===== src/rtl/wd_heartbeat_gen.sv =====
// Heartbeat generator for the shutdown watchdog: toggles hb_out while the control
// loop strobes alive_stb, freezes it on a stall, and latches watchdog trips.
module wd_heartbeat_gen #(
  parameter int unsigned HB_HALF_PERIOD = 50,
  parameter int unsigned ALIVE_TIMEOUT  = 100
) (
  input  logic       clk_1khz,
  input  logic       rst_n,
  input  logic       enable,
  input  logic       alive_stb,
  input  logic       wd_trip,
  input  logic       fault_clr,
  output logic       hb_out,
  output logic       hb_active,
  output logic       fault,
  output logic [1:0] fault_cause
);

  localparam int unsigned HB_W = (HB_HALF_PERIOD > 1) ? $clog2(HB_HALF_PERIOD) : 1;
  localparam int unsigned AL_W = (ALIVE_TIMEOUT > 1) ? $clog2(ALIVE_TIMEOUT) : 1;
  localparam logic [HB_W-1:0] HB_LAST = HB_W'(HB_HALF_PERIOD - 1);
  localparam logic [AL_W-1:0] AL_LAST = AL_W'(ALIVE_TIMEOUT - 1);

  typedef enum logic [1:0] {
    ST_IDLE,
    ST_RUN,
    ST_STALL,
    ST_SHUTDOWN
  } state_t;

  typedef enum logic [1:0] {
    CAUSE_NONE  = 2'b00,
    CAUSE_STALL = 2'b01,
    CAUSE_TRIP  = 2'b10
  } cause_t;

  state_t          state_q, state_d;
  cause_t          cause_q, cause_d;
  logic [HB_W-1:0] hb_cnt_q, hb_cnt_d;
  logic [AL_W-1:0] alive_cnt_q, alive_cnt_d;
  logic            hb_q, hb_d;
  logic            hb_active_q, hb_active_d;
  logic            fault_q, fault_d;
  logic            trip_meta_q, trip_s_q;
  logic            run_hb;

  always_ff @(posedge clk_1khz) begin
    if (!rst_n) begin
      state_q     <= ST_IDLE;
      cause_q     <= CAUSE_NONE;
      hb_cnt_q    <= '0;
      alive_cnt_q <= '0;
      hb_q        <= 1'b0;
      hb_active_q <= 1'b0;
      fault_q     <= 1'b0;
      trip_meta_q <= 1'b0;
      trip_s_q    <= 1'b0;
    end else begin
      state_q     <= state_d;
      cause_q     <= cause_d;
      hb_cnt_q    <= hb_cnt_d;
      alive_cnt_q <= alive_cnt_d;
      hb_q        <= hb_d;
      hb_active_q <= hb_active_d;
      fault_q     <= fault_d;
      trip_meta_q <= wd_trip;
      trip_s_q    <= trip_meta_q;
    end
  end

  always_comb begin
    state_d     = state_q;
    cause_d     = cause_q;
    hb_cnt_d    = hb_cnt_q;
    alive_cnt_d = alive_cnt_q;
    hb_d        = hb_q;
    fault_d     = fault_q;
    run_hb      = 1'b0;

    unique case (state_q)
      ST_IDLE: begin
        hb_cnt_d    = '0;
        alive_cnt_d = '0;
        if (trip_s_q) begin
          state_d = ST_SHUTDOWN;
          fault_d = 1'b1;
          cause_d = CAUSE_TRIP;
        end else if (enable) begin
          state_d = ST_RUN;
        end
      end

      ST_RUN: begin
        if (trip_s_q) begin
          state_d     = ST_SHUTDOWN;
          fault_d     = 1'b1;
          cause_d     = CAUSE_TRIP;
          hb_cnt_d    = '0;
          alive_cnt_d = '0;
        end else if (!enable) begin
          state_d     = ST_IDLE;
          hb_cnt_d    = '0;
          alive_cnt_d = '0;
        end else if (alive_stb) begin
          alive_cnt_d = '0;
          run_hb      = 1'b1;
        end else if (alive_cnt_q == AL_LAST) begin
          // Heartbeat is frozen on the stall cycle itself, even if a toggle was due.
          state_d     = ST_STALL;
          fault_d     = 1'b1;
          cause_d     = CAUSE_STALL;
          hb_cnt_d    = '0;
          alive_cnt_d = '0;
        end else begin
          alive_cnt_d = alive_cnt_q + AL_W'(1);
          run_hb      = 1'b1;
        end

        if (run_hb) begin
          if (hb_cnt_q == HB_LAST) begin
            hb_d     = ~hb_q;
            hb_cnt_d = '0;
          end else begin
            hb_cnt_d = hb_cnt_q + HB_W'(1);
          end
        end
      end

      ST_STALL: begin
        if (trip_s_q) begin
          state_d = ST_SHUTDOWN;
          cause_d = CAUSE_TRIP;
        end else if (fault_clr) begin
          state_d = ST_IDLE;
          fault_d = 1'b0;
          cause_d = CAUSE_NONE;
        end
      end

      ST_SHUTDOWN: begin
        if (fault_clr && !trip_s_q) begin
          state_d = ST_IDLE;
          fault_d = 1'b0;
          cause_d = CAUSE_NONE;
        end
      end

      default: state_d = ST_IDLE;
    endcase

    hb_active_d = (state_d == ST_RUN);
  end

  assign hb_out      = hb_q;
  assign hb_active   = hb_active_q;
  assign fault       = fault_q;
  assign fault_cause = cause_q;

endmodule


===== config.mk =====
export PLATFORM = sky130hd
export DESIGN_NAME = wd_heartbeat_gen
export DESIGN_NICKNAME = d
export VERILOG_FILES = /design/src/rtl/wd_heartbeat_gen.sv
export SDC_FILE = /design/constraint.sdc
export NUM_CORES = 1
export LEC_CHECK = 0
export CAP_MARGIN = 20
export CELL_PAD_IN_SITES_DETAIL_PLACEMENT = 1
export CELL_PAD_IN_SITES_GLOBAL_PLACEMENT = 1
export CORE_UTILIZATION = 45
export CTS_CLUSTER_DIAMETER = 30
export DETAILED_ROUTE_END_ITERATION = 10
export GPL_TIMING_DRIVEN = 0
export PLACE_DENSITY = 0.79
export SETUP_SLACK_MARGIN = 0.05
export SLEW_MARGIN = 20
export SYNTH_ARGS = -nofsm -noshare
export SYNTH_HDL_FRONTEND = slang
export SYNTH_SLANG_ARGS = --single-unit

===== constraint.sdc =====
create_clock -name clk_1khz -period 4.15 [get_ports clk_1khz]
set_input_delay 0.6225 -clock clk_1khz [delete_from_list [all_inputs] [get_ports clk_1khz]]
set_output_delay 0.6225 -clock clk_1khz [all_outputs]
set_load 0.05 [all_outputs]

# Word-level counts from Yosys, hierarchy flattened

Cells that the tools add are included.

Logic and storage cells: 81
Register bits after elaboration: 22

Eq/ne operators: 16
Add/sub/neg operators: 2
Reduce and logical (&&, ||, !) cells: 8
Muxes and demuxes: 45
Bitwise gates (word level): 1

Operators with widths:

| operator            | number |
|---|---|
| $mux 6              | 6 |
| $mux 2              | 17 |
| $mux 7              | 4 |
| $pmux 2 s4          | 2 |
| $pmux 7 s2          | 1 |
| $mux 1              | 13 |
| $ne 3x3->1 const B  | 4 |
| $pmux 6 s2          | 1 |
| $ne 5x5->1 const B  | 2 |
| $ne 2x2->1 const B  | 4 |
| $add 7x1->7 const B | 1 |
| $eq 7x7->1 const B  | 1 |
| $reduce_and 7->1    | 1 |
| $add 6x1->6 const B | 1 |
| $eq 6x6->1 const B  | 1 |
| $reduce_and 3->1    | 2 |
| $reduce_and 6->1    | 1 |
| $eq 2x1->1 const B  | 2 |
| $eq 2x2->1 const B  | 2 |
| $pmux 1 s4          | 1 |
| $logic_not 2->1     | 1 |
| $reduce_bool 2->1   | 1 |
| $logic_and 1x1->1   | 1 |
| $logic_not 1->1     | 1 |
| $not 1->1           | 1 |

# Depth between registers and ports, before layout

Depth after elaboration: 8
Gate-level depth with buffers: 5

# Worst setup path before layout

No wires, ideal clock.

Kind: input -> register
Start: in rst_n
End: reg hb_cnt_q[4]
Data arrival time: 1.591 ns
Library setup time: 0.074 ns
Cell stages on the path: 5
Data required time: 4.076 ns
Path buffers: 1
Slack: 2.485 ns
Cells stage by stage: buf_2 > clkinv_1 > a211oi_1 > a41oi_1 > a31oi_1

RTL lines:

| item                   | RTL line | RTL |
|---|---|---|
| start: declaration     | 8        | `input logic rst_n,` |
| end signal: assignment | 61       | `hb_cnt_q <= hb_cnt_d;` |
| end: declaration       | 39       | `logic [HB_W-1:0] hb_cnt_q, hb_cnt_d;` |

# Final worst setup path

Start: reg fault_q, in the netlist fault
End: out fault

RTL lines:

| item                     | RTL line | RTL |
|---|---|---|
| start: declaration       | 43       | `logic fault_q, fault_d;` |
| start signal: assignment | 65       | `fault_q <= fault_d;` |
| end: declaration         | 15       | `output logic fault,` |

No word-level cell between the ends.

==> results.toml <==
[status]
status = "finished, final reports clean"

[synthesis]
synth_fp_nets = 127
synth-simple-area-share = 0.277
yosysSeqAreaShare = 0.411
yosys.area.top_type = "dfxtp_1"
synth_cells = 118
synth_area_leaders = "dfxtp_1 41%, nand3_1 4.2%, nor2_1 4.2%"
synth_top_family_by_area = "simple AND/OR/NAND/NOR gates"
ys_ff_latch = 22
synthFlopType = "dfxtp_1"
ys_warn_count = 0
synthAdderAreaFrac = 0.0350
ys_types = 41
synthesis.area_mm2 = 0.00107
synth_compound_area_frac = 0.154
synth_mux_area_frac = 0.0187
async_reset_ff_frac = 0
synth_edf_count = 0
synth.avg_cell_area_um2 = 9.08
synth_xor_xnor_area_share = 0.0572
netlist.area_leader.share = 0.411

[global_routing]
grt_util_all_layers = 0.213
gr-total-overflow = 0
antenna_found_initial = 0
grt_pass1_vias = 891
grt_max_degree = 13
grt_pass1_wl_um = 4030

[setup_path]
end_kind = "output pin"
crit_fanout = 3
crit_arrival_ns = 1.50
cp_num_cells = 1
r2r_slack_ns = 2.35
cp-start-kind = "flip-flop"
reg2reg_depth = 5
critical_path_class = "flip-flop to output pin"
r2r_end = "hb_cnt_q[4]"
slowest_stage = "clkdlybuf4s50_1"
slowest_delay_ns = 0.81
cp-startpoint = "fault"
crit_family = "buffers and inverters"
crit_chain = "clkdlybuf4s50_1"
cp.required_ns = 3.53
crit_buf_inv = 1
worstReg2RegStart = "alive_cnt_q[0]"

[power_and_ir_drop]
powerDensity_mw_per_mm2 = 307
leakagePower_nw = 0.440
peakVddDrop_mv = 0.210

[timing]
tightest_slew_ns = 0.546
skew_ns = 0.00324
post-route-period-util = 0.511
rsz0062_at_grt = "false"
min_period_ns = 2.12
slew_viol_final = 0
tns_ns = 0
slew_headroom = 0.634
final-setup-viol-count = 0
final-hold-violation-count = 0
fmaxAchievable_ghz = 0.471

[hold_path]
whs_path_depth = 1
hold_class = "flip-flop to flip-flop"
min_to = "trip_s_q"
hold_start = "trip_meta_q"

[clock_network]
cts_buffer_depth = 2
cts_tree = "yes"
numCtsBuffers = 3
post_cts_buffers = 0
clk_latency_ns = 0.31
cts-hold-fix-buffers = 0
cts_root_buffer = "clkbuf_4"
htreeDepth = 1
ctsResizeCount = 0
clk_pin_slew_ns = 0.12
clock_sinks = 22

[detailed_routing]
vias = 892
vias_per_cell = 5.61
drtIter0Drc = 9
dr.pass1.iters = 4
drt-wirelength-per-cell_um = 15.3
routed_wirelength_um = 2430
ant_nets = 0
drc_errors = 0

[placement]
io_buffers = 9
dp.final_hpwl_um = 1770
place_congestion = 0.755
place_inst = 155

[floorplan]
die_width_um = 50.8
io-pin-count = 11
die_y_um = 50.8
start_util = 0.480
dieArea_mm2 = 0.00258
rows = 17
core_mm2 = 0.00223

[job]
cap_viol_max_count = 0

[finish]
area_growth_syn_to_layout_pct = 15.1
utilization = 0.552
drive_gt1_frac = 0.0916
layout.nets = 141
diodes = 0
final_cells = 159
-- sequential cells by signal, summed over array words and instances (netlist names) --
name	count
alive_cnt_q	7
fault	1
fault_cause	2
hb_active	1
hb_cnt_q	6
hb_out	1
state_q	2
trip_meta_q	1
trip_s_q	1
-- metrics by stage --
step                worst slack (ns)  power [mW]  cell area (µm²)  hold WS (ns)
CTS                             2.02       0.381             1230         0.472
finish                          2.03       0.378             1230         0.468
global placement                1.95       0.260             1200         0.414
global route                    1.97       0.392             1230         0.498
detailed placement              1.87       0.261             1200         0.443
floorplan                       2.48       0.247             1070         0.412
-- logic make-up (layout without fill, tap and decap cells) --
kind of cell / Yosys count / in the layout
multiplexers: 2 / 2
buffers and inverters: 11 / 24
flip-flops: 22 / 22
adder cells (fa/ha/maj): 3 / 3
AO/OA/AOI/OAI: 24 / 24
XOR/XNOR: 7 / 7
AND/OR/NAND/NOR: 49 / 49
-- cell usage after synthesis (2+ instances only) --
master and count:
mux2i_1 2, a31oi_1 3, xnor2_1 3, and2_1 3, or3_1 3, dfxtp_1 22
xor2_1 4, nor2_1 12, nor2b_1 2, nand4_1 3, ha_1 3, inv_1 6
a32oi_1 2, nand2_1 7, nand3_1 9, a21oi_1 7, o21ai_0 3
-- layout make-up --
cell class | count | area, µm²
clock buffers | 4 | 36.3
repair buffers | 9 | 90.1
flip-flops and latches | 22 | 440
multi-input cells | 85 | 581
well taps | 28 | 35.0
fillers | 279 | 1000
plain buffers | 4 | 23.8
inverters | 7 | 26.3
-- worst reg2reg max path, cell delays in order, from the launching register on --
cell and delay (ns):
dfxtp_1 0.35, ha_1 0.27, and3b_1 0.25, a211oi_1 0.53, a41oi_1 0.19, a31oi_1 0.16
-- power breakdown --
part | leakage [nW] | total [mW] | internal, mW | switching, mW
clock network | 0.0210 | 0.121 | 0.0537 | 0.0674
registers | 0.179 | 0.219 | 0.215 | 0.00358
logic | 0.240 | 0.0377 | 0.0154 | 0.0223
total | 0.440 | 0.378 | 0.284 | 0.0933
-- placed cells by master, fill, tap and decap left out, types with 2 or more instances in the layout --
| master | netlist | layout |
|---|---|---|
| nand4_1 | 3 | 3 |
| nand2_1 | 7 | 7 |
| inv_1 | 6 | 6 |
| xnor2_1 | 3 | 3 |
| and2_1 | 3 | 3 |
| a31oi_1 | 3 | 3 |
| xor2_1 | 4 | 4 |
| or3_1 | 3 | 3 |
| clkbuf_4 | 0 | 3 |
| clkdlybuf4s50_1 | 0 | 9 |
| dfxtp_1 | 22 | 22 |
| o21ai_0 | 3 | 3 |
| ha_1 | 3 | 3 |
| nor2_1 | 12 | 12 |
| a21oi_1 | 7 | 7 |
| nor2b_1 | 2 | 2 |
| mux2i_1 | 2 | 2 |
| nand3_1 | 9 | 9 |
| a32oi_1 | 2 | 2 |
-- worst max path at each step --
stage,endpoint,slack [ns]
finish,fault,2.03
global placement,hb_cnt_q[4],1.95
detailed placement,hb_cnt_q[4],1.87
CTS,fault,2.02
floorplan,hb_cnt_q[4],2.48
global route,hb_out,1.97
-- metal layers --
| metal | global-route usage | up-vias | share of wire |
|---|---|---|---|
| met3 | 0.0364 | 5 | 0.016 |
| li1 | - | 452 | - |
| met5 | 0 | - | 0 |
| met4 | 0.111 | 0 | 0.020 |
| met2 | 0.367 | 5 | 0.48 |
| met1 | 0.250 | 430 | 0.48 |
Note: power is estimated with default switching activity, not from simulation.
